--- config.mk ---
export PLATFORM = sky130hd
export DESIGN_NAME = oric_tape_decoder
export DESIGN_NICKNAME = d
export VERILOG_FILES = /design/src/rtl/oric_tape_pkg.sv /design/src/rtl/tape_period_meter.sv /design/src/rtl/oric_tape_decoder.sv
export SDC_FILE = /design/constraint.sdc
export NUM_CORES = 1
export LEC_CHECK = 0
export CAP_MARGIN = 25
export CORE_AREA = 2 2 124 66
export CTS_BUF_LIST = sky130_fd_sc_hd__clkbuf_4
export DETAILED_ROUTE_END_ITERATION = 7
export DIE_AREA = 0 0 126 68
export PLACE_DENSITY = 0.53
export SYNTH_ARGS = -nofsm -noshare
export SYNTH_HDL_FRONTEND = slang
export SYNTH_SLANG_ARGS = --single-unit
--- constraint.sdc ---
create_clock -name clk -period 3.35 [get_ports clk]
set_input_delay 0.8375 -clock clk [delete_from_list [all_inputs] [get_ports clk]]
set_output_delay 0.8375 -clock clk [all_outputs]
set_load 0.005 [all_outputs]
--- src/rtl/oric_tape_pkg.sv ---
// Shared types and constants for the Oric cassette-input decoder.
// Contents: framing FSM state enum, sync-marker constants, default timing values
// (nominal 1-bit / 0-bit cycle lengths at 16 MHz and the thresholds derived from them).
package oric_tape_pkg;

   typedef enum logic [1:0] {
      HUNT   = 2'd0,
      DATA   = 2'd1,
      PARITY = 2'd2,
      STOP   = 2'd3
   } state_t;

   // Sync leader byte, block marker, and how many leader bytes must precede the marker.
   localparam logic [7:0] SYNC_BYTE  = 8'h16;
   localparam logic [7:0] SYNC_MARK  = 8'h24;
   localparam logic [1:0] SYNC_COUNT = 2'd3;

   // Nominal cycle lengths in 16 MHz clocks for a 1 bit (short) and a 0 bit (long).
   localparam int NOM_ONE_CYC    = 3328;
   localparam int NOM_ZERO_CYC   = 6656;
   localparam int DEF_PER_W      = 16;
   localparam int DEF_MIN_PERIOD = 1000;
   localparam int DEF_THRESH     = (NOM_ONE_CYC + NOM_ZERO_CYC) / 2;
   localparam int DEF_TIMEOUT    = 2 * NOM_ZERO_CYC;

endpackage

--- src/rtl/tape_period_meter.sv ---
// Measures the period between rising edges of the tape input and classifies it as a bit.
// Ports: clk/reset, motor (low = idle), tape_in (async) in; bit_evt/bit_val/timeout_evt out.
// bit_evt and timeout_evt are registered one-cycle pulses, 3 clk after the pin edge.
module tape_period_meter #(
   parameter int PER_W      = 16,
   parameter int MIN_PERIOD = 1000,
   parameter int THRESH     = 4992,
   parameter int TIMEOUT    = 13312
) (
   input  logic clk,
   input  logic reset,
   input  logic motor,
   input  logic tape_in,
   output logic bit_evt,
   output logic bit_val,
   output logic timeout_evt
);

   localparam logic [PER_W:0] MIN_P = (PER_W + 1)'(MIN_PERIOD);
   localparam logic [PER_W:0] THR_P = (PER_W + 1)'(THRESH);
   localparam logic [PER_W:0] TMO_P = (PER_W + 1)'(TIMEOUT);

   logic             sync1_q, sync1_d;
   logic             sync2_q, sync2_d;
   logic             prev_q, prev_d;
   logic             armed_q, armed_d;
   logic [PER_W-1:0] cnt_q, cnt_d;
   logic             bit_evt_q, bit_evt_d;
   logic             bit_val_q, bit_val_d;
   logic             tmo_q, tmo_d;
   logic             rise;
   logic [PER_W:0]   per;

   assign rise = sync2_q & ~prev_q;
   // The counter is cleared on the accepting edge, so on the next edge it holds P-1.
   assign per  = {1'b0, cnt_q} + {{PER_W{1'b0}}, 1'b1};

   always_comb begin
      sync1_d   = tape_in;
      sync2_d   = sync1_q;
      prev_d    = sync2_q;
      cnt_d     = (&cnt_q) ? cnt_q : cnt_q + 1'b1;
      armed_d   = armed_q;
      bit_evt_d = 1'b0;
      bit_val_d = 1'b0;
      tmo_d     = 1'b0;
      if (!motor) begin
         cnt_d   = '0;
         armed_d = 1'b0;
      end else if (rise && !armed_q) begin
         cnt_d   = '0;
         armed_d = 1'b1;
      end else if (rise && armed_q && per >= MIN_P && per < TMO_P) begin
         bit_evt_d = 1'b1;
         bit_val_d = (per < THR_P);
         cnt_d     = '0;
      end else if (armed_q && per == TMO_P) begin
         // Glitch edges (per < MIN_P) fall through to here and leave the count running.
         tmo_d   = 1'b1;
         armed_d = 1'b0;
      end
   end

   always_ff @(posedge clk) begin
      if (reset) begin
         sync1_q   <= 1'b0;
         sync2_q   <= 1'b0;
         prev_q    <= 1'b0;
         armed_q   <= 1'b0;
         cnt_q     <= '0;
         bit_evt_q <= 1'b0;
         bit_val_q <= 1'b0;
         tmo_q     <= 1'b0;
      end else begin
         sync1_q   <= sync1_d;
         sync2_q   <= sync2_d;
         prev_q    <= prev_d;
         armed_q   <= armed_d;
         cnt_q     <= cnt_d;
         bit_evt_q <= bit_evt_d;
         bit_val_q <= bit_val_d;
         tmo_q     <= tmo_d;
      end
   end

   assign bit_evt     = bit_evt_q;
   assign bit_val     = bit_val_q;
   assign timeout_evt = tmo_q;

endmodule

--- src/rtl/oric_tape_decoder.sv ---
// Recovers start/8 data LSB-first/odd parity/stop framed bytes from the Oric tape input.
// Ports: clk, reset (sync, active-high), motor, tape_in in; byte_data, byte_valid, parity_err,
// frame_err, synced out. Optional ORIC_TAPE_SYNC_EN gates delivery on a 3x16h + 24h leader.
module oric_tape_decoder
   import oric_tape_pkg::*;
#(
   parameter int PER_W      = DEF_PER_W,
   parameter int MIN_PERIOD = DEF_MIN_PERIOD,
   parameter int THRESH     = DEF_THRESH,
   parameter int TIMEOUT    = DEF_TIMEOUT
) (
   input  logic       clk,
   input  logic       reset,
   input  logic       motor,
   input  logic       tape_in,
   output logic [7:0] byte_data,
   output logic       byte_valid,
   output logic       parity_err,
   output logic       frame_err,
   output logic       synced
);

   logic       bit_evt, bit_val, timeout_evt;
   state_t     state_q, state_d;
   logic [2:0] bitcnt_q, bitcnt_d;
   logic [7:0] shift_q, shift_d;
   logic       par_q, par_d;
   logic [7:0] byte_data_q, byte_data_d;
   logic       byte_valid_q, byte_valid_d;
   logic       parity_err_q, parity_err_d;
   logic       frame_err_q, frame_err_d;
   logic       deliver;
   logic       par_bad;

   tape_period_meter #(
      .PER_W      (PER_W),
      .MIN_PERIOD (MIN_PERIOD),
      .THRESH     (THRESH),
      .TIMEOUT    (TIMEOUT)
   ) u_meter (
      .clk         (clk),
      .reset       (reset),
      .motor       (motor),
      .tape_in     (tape_in),
      .bit_evt     (bit_evt),
      .bit_val     (bit_val),
      .timeout_evt (timeout_evt)
   );

   // Odd parity: data plus parity bit must contain an odd number of ones.
   assign par_bad = (par_q != ~^shift_q);

`ifdef ORIC_TAPE_SYNC_EN
   logic [1:0] sync_cnt_q, sync_cnt_d;
   logic       synced_q, synced_d;
`endif

   always_comb begin
      state_d      = state_q;
      bitcnt_d     = bitcnt_q;
      shift_d      = shift_q;
      par_d        = par_q;
      byte_data_d  = byte_data_q;
      byte_valid_d = 1'b0;
      parity_err_d = 1'b0;
      frame_err_d  = 1'b0;
      deliver      = 1'b0;
`ifdef ORIC_TAPE_SYNC_EN
      sync_cnt_d   = sync_cnt_q;
      synced_d     = synced_q;
`endif
      if (!motor) begin
         // Relay off abandons any frame silently.
         state_d     = HUNT;
         bitcnt_d    = '0;
         shift_d     = '0;
         par_d       = 1'b0;
         byte_data_d = '0;
`ifdef ORIC_TAPE_SYNC_EN
         sync_cnt_d  = '0;
         synced_d    = 1'b0;
`endif
      end else begin
         case (state_q)
            HUNT: begin
               // 1 bits here are leader or stop filler.
               if (bit_evt && !bit_val) begin
                  state_d  = DATA;
                  bitcnt_d = '0;
               end
            end
            DATA: begin
               if (bit_evt) begin
                  shift_d  = {bit_val, shift_q[7:1]};
                  bitcnt_d = bitcnt_q + 3'd1;
                  if (bitcnt_q == 3'd7) state_d = PARITY;
               end else if (timeout_evt) begin
                  frame_err_d = 1'b1;
                  state_d     = HUNT;
               end
            end
            PARITY: begin
               if (bit_evt) begin
                  par_d   = bit_val;
                  state_d = STOP;
               end else if (timeout_evt) begin
                  frame_err_d = 1'b1;
                  state_d     = HUNT;
               end
            end
            STOP: begin
               // A 0 stop bit aborts the frame and is not reused as the next start bit.
               if (bit_evt) begin
                  state_d = HUNT;
                  if (bit_val) deliver = 1'b1;
                  else         frame_err_d = 1'b1;
               end else if (timeout_evt) begin
                  frame_err_d = 1'b1;
                  state_d     = HUNT;
               end
            end
            default: state_d = HUNT;
         endcase

`ifdef ORIC_TAPE_SYNC_EN
         if (deliver) begin
            if (synced_q) begin
               byte_data_d  = shift_q;
               byte_valid_d = 1'b1;
               parity_err_d = par_bad;
            end else if (!par_bad && shift_q == SYNC_BYTE) begin
               if (sync_cnt_q != SYNC_COUNT) sync_cnt_d = sync_cnt_q + 2'd1;
            end else if (!par_bad && shift_q == SYNC_MARK && sync_cnt_q == SYNC_COUNT) begin
               synced_d   = 1'b1;
               sync_cnt_d = '0;
            end else begin
               sync_cnt_d = '0;
            end
         end
         if (frame_err_d || timeout_evt) begin
            sync_cnt_d = '0;
            synced_d   = 1'b0;
         end
`else
         if (deliver) begin
            byte_data_d  = shift_q;
            byte_valid_d = 1'b1;
            parity_err_d = par_bad;
         end
`endif
      end
   end

   always_ff @(posedge clk) begin
      if (reset) begin
         state_q      <= HUNT;
         bitcnt_q     <= '0;
         shift_q      <= '0;
         par_q        <= 1'b0;
         byte_data_q  <= '0;
         byte_valid_q <= 1'b0;
         parity_err_q <= 1'b0;
         frame_err_q  <= 1'b0;
      end else begin
         state_q      <= state_d;
         bitcnt_q     <= bitcnt_d;
         shift_q      <= shift_d;
         par_q        <= par_d;
         byte_data_q  <= byte_data_d;
         byte_valid_q <= byte_valid_d;
         parity_err_q <= parity_err_d;
         frame_err_q  <= frame_err_d;
      end
   end

`ifdef ORIC_TAPE_SYNC_EN
   always_ff @(posedge clk) begin
      if (reset) begin
         sync_cnt_q <= '0;
         synced_q   <= 1'b0;
      end else begin
         sync_cnt_q <= sync_cnt_d;
         synced_q   <= synced_d;
      end
   end
   assign synced = synced_q;
`else
   assign synced = 1'b0;
`endif

   assign byte_data  = byte_data_q;
   assign byte_valid = byte_valid_q;
   assign parity_err = parity_err_q;
   assign frame_err  = frame_err_q;

endmodule

== Word level (Yosys, flattened, before mapping) ==
Index checks and enable logic that the tools add are counted.
Operators by class
  order comparisons: 3
  reduce and logical (&&, ||, !) cells: 24
  bitwise gates (word level): 5
  add/subtract/negate cells: 3
  eq/ne operators: 10
  mux-type cells: 25
Operators by type and width (number)
  adder 16 x 1 -> 17 bit, second input constant: 1
  == test 17 x 14 -> 1 bit, second input constant: 1
  >= comparator 17 x 10 -> 1 bit, second input constant: 1
  < comparator 17 x 13 -> 1 bit, second input constant: 1
  < comparator 17 x 14 -> 1 bit, second input constant: 1
  adder 16 x 1 -> 16 bit, second input constant: 1
  AND reduction 16 bit: 1
  two-way mux 1 bit: 14
  two-way mux 2 bit: 6
  case mux 2 bit (4 select lines): 1
  AND reduction 2 bit: 4
  OR reduction 4 bit: 2
  XNOR reduction 8 bit: 1
  logical AND 1 bit: 6
  two-way mux 3 bit: 2
  case mux 3 bit (2 select lines): 1
  OR reduction 3 bit: 2
  == test 2 bit, second input constant: 2
  inequality test 2 x 1 -> 1 bit, second input constant: 2
  NOT 1 bit: 4
  nonzero test 2 bit: 2
  OR reduction 2 bit: 2
  adder 3 x 1 -> 3 bit, second input constant: 1
  == test 3 bit, second input constant: 1
  other kinds (9): 10
Word-level totals
  bits of input ports: 4
  register bits: 48
  logic and storage cells: 86

== Depth between registers and ports, before layout ==
  word-level depth: 7
  mapped depth: 9
  mapped depth without buffers: 8

== By module ==
A second synthesis with hierarchy kept.
Unflattened totals
  cells, all modules: 299
  area, all modules: 2685.1 um^2
By module, submodules not included
  tape_period_meter: cells an instance 161, sequential area each 460.4 um^2, area each 1483.9 um^2, instances 1
  oric_tape_decoder: cells an instance 138, sequential area each 500.5 um^2, area each 1201.2 um^2, instances 1

== Worst setup path after synthesis ==
No wires, ideal clock.
  path type: register to register
  from: register u_meter.cnt_q[0]
  to: register u_meter.cnt_q[3]
  arrival time: 2.198 ns
  path buffers: 2
  setup slack: 1.010 ns
  stages on the path, launching flop included: 10
  path through: dfxtp_1 -> ha_1 -> buf_2 -> nand3_2 -> nor4_2 -> mux2i_1 -> o311ai_2 -> a21oi_2 -> buf_6 -> a211oi_1
On the way
  word-level cells in the longest chain between the ends: 5
Ends and longest elaborated chain
  start, declared: RTL line tape_period_meter.sv:27  | logic [PER_W-1:0] cnt_q, cnt_d;
  start signal, assigned: RTL line tape_period_meter.sv:79  | cnt_q <= cnt_d;
  adder 16 x 1 -> 17 bit: RTL line tape_period_meter.sv:36  | assign per = {1'b0, cnt_q} + {{PER_W{1'b0}}, 1'b1};
  >= comparator 17 x 10 -> 1 bit: RTL line tape_period_meter.sv:53  | end else if (rise && armed_q && per >= MIN_P && per < TMO_P) begin
  logical AND 1 bit (2 in a row): RTL line tape_period_meter.sv:53
  OR reduction 4 bit (no line)
Parallel ways exist; a longest one is shown, timed or not.
A chain may end at the register's enable or synchronous reset.

== Worst setup path in the final report ==
  from: register u_meter.cnt_q[0]
  to: register u_meter.cnt_q[8]
Same word-level chain as after synthesis.

==> metrics <==
most common cell after layout, fill and taps aside=dfxtp_1; Root Buffer=clkbuf_4; Yosys reg bits=48; DR WL/cell=13.7 microns; hold bufs inserted after CTS=0; Layout fillers=794; clk buf depth=2; Final Non-Filler Cells=412; f_max=369 MHz; critical path launch point type=flop; RSZ-0062 raised after global routing=no; Post-synth EDFFs=0; TritonRoute pass-1 iters=4; # rows=23; Die Area=8570 sq um; Syn-to-layout area delta=10.7%; cells after synthesis=306; CTS tree=yes; CORE AREA=7600 sq um; M1 WL=3.08 mm; io pins=16; worst slew pin tran=0.665 ns; Leak=0.879 nW; Sw Pwr=216 uW; FFs w/ async S/R, synth=0; Pint=739 uW; clock skew=0.0188 ns; antenna violations before repair=0; DR vias/cell=5.18; vias in the first global route=1,856; Clock Sinks=48; NumNets Final=323; I/O Buffers=14; critical path peak fanout=14; Yosys top cell by area=dfxtp_1; pin count of the biggest net entering global routing=23; first-pass GRT wire length=9.46 mm; Final Max Slew Viols=0; Clock H-tree levels=2; reported max-cap violation count=0; DP HPWL=4.07 mm; total power=955 uW; share of layout cells above drive strength 1=0.103; Post-CTS Setup Bufs=0; post-CTS resize count=0; DR vias=2,133; cell count after placement=404; Primary FF master, synth=dfxtp_1; Yosys top cell area share=0.379; final period utilization=0.809; cts bufs inserted=5; R2R setup slack=0.64 ns; clock power share=0.371; Ant. Diodes=0; critical path capture point type=flop; min-delay worst type=reg2reg; metal3 WL=516 microns; Die Wd=126 microns; total wire length=5.65 mm; Cell variety after synth=51; clk slew on worst S/H paths=0.15 ns; RD Place Congestion=0.906; grt ovf=0; Tot GR Track Use=0.143; status=finished, final reports clean; worst rel slew slack=0.555; most frequent cells in the layout=dfxtp_1, nand2_1, a21oi_1; met2 wire length=1.97 mm; mean post-synth cell area=8.28 sq um; DRC errors left=0; final setup fails=0; PD cells=340 nW/um^2; Top Metal Used=met4; most area-consuming cells after synthesis=dfxtp_1, nand2_1, a21oi_1; Initial Utilization=0.333; synth warn=0; TNS Setup=0 ns; Post-DRT Antenna Nets=0; worst path arrival time=2.94 ns; Clk Latency, worst-skew pair=0.38 ns; FF/Latch Area=961 sq um; post-synthesis cell area=2530 sq um; sequential cell area fraction in the yosys report=0.379; Sw Ratio=0.226; Mapped Nets=318; multi-input logic area=1440 sq um; First DRT Iteration DRCs=203; Reg power frac=0.605; fin crit period=2.71 ns; final hold viol count=0; height of the die=68 microns; Gate power share=0.025; CP Data Required Time=3.58 ns; Max IR drop VDD=155 uV; critical path type=reg2reg; WHS=0.435 ns
## state kept, by name, indices dropped and copies added, names as in the netlist, 2 cells and up
name and flops:
shift_q 8, bitcnt_q 3, u_meter.cnt_q 16, state_q 2
byte_data 8
## final cells by class
cell class,instances,share of cell area
timing repair buffer,19,0.0633
sequential,48,0.343
clock inverter,3,0.0152
tap,100,0.0446
clock buffer,5,0.0134
multi-input combinational,231,0.513
inverter,6,0.00803
## metal layers
metal,GRT usage,up-vias
met5,0,-
met4,0.0563,0
met3,0.0493,8
met2,0.177,79
met1,0.217,962
li1,-,1084
## logic make-up (layout without fill, tap and decap cells)
logic type      Yosys count  after routing  share of synthesized area
fa+ha+maj                 8              8                     0.0395
xor+xnor                 20             20                     0.0691
flops                    48             48                      0.379
mux                       5              5                     0.0202
compound gates           66             66                      0.167
buf+inv                  27             33                     0.0528
other cells               1              1                    0.00148
simple gates            131            131                      0.270
## critical path, stage by stage (launching register included)
cell      delay [ns]
dfxtp_1         0.50
ha_1            0.36
nand3_2         0.24
nor4_2          0.53
mux2i_1         0.31
o311ai_2        0.17
a21oi_2         0.13
buf_4           0.23
a211oi_1        0.07
## final timing paths
kind	start	to	depth (start not counted)
setup / recovery	u_meter.cnt_q[0]$_SDFFE_PP0N_	u_meter.cnt_q[8]$_SDFFE_PP0N_	8
hold / removal	u_meter.sync1_q$_SDFF_PP0_	u_meter.prev_d$_SDFF_PP0_	1
setup reg to reg	u_meter.cnt_q[0]$_SDFFE_PP0N_	u_meter.cnt_q[8]$_SDFFE_PP0N_	8
hold reg to reg	u_meter.sync1_q$_SDFF_PP0_	u_meter.prev_d$_SDFF_PP0_	1
## through the flow
stage	utilization	setup slack (ns)	cell area, sq um
final	0.369	0.639	2810
after global placement	0.359	0.805	2730
after floorplan	-	1.01	2530
after global routing	0.369	0.450	2810
after CTS	0.369	0.654	2810
after detailed placement	0.359	0.692	2730
## power groups by stage
stage / Clock (mW) / Sequential, mW / Combinational [mW]
floorplan: 0 / 0.589 / 0.0146
global placement: 0 / 0.590 / 0.0237
detailed placement: 0 / 0.590 / 0.0238
CTS: 0.372 / 0.577 / 0.0239
global route: 0.388 / 0.578 / 0.0263
finish: 0.354 / 0.577 / 0.0234
## synthesized netlist by cell type, drive strengths merged, types with 2 or more instances
master	n
nand4b	2
a31oi	4
and3	5
xor2	5
clkbuf	9
nand3	16
o311ai	2
nor3	15
xnor2	15
o21a	2
nand4	6
nor2	21
a21oi	32
ha	8
nand2b	2
buf	12
and2	2
nor2b	7
nand2	44
inv	6
mux2i	4
a211oi	13
o21ai	9
dfxtp	48
nor4	5
No activity file was read; power rests on OpenSTA's default activity.
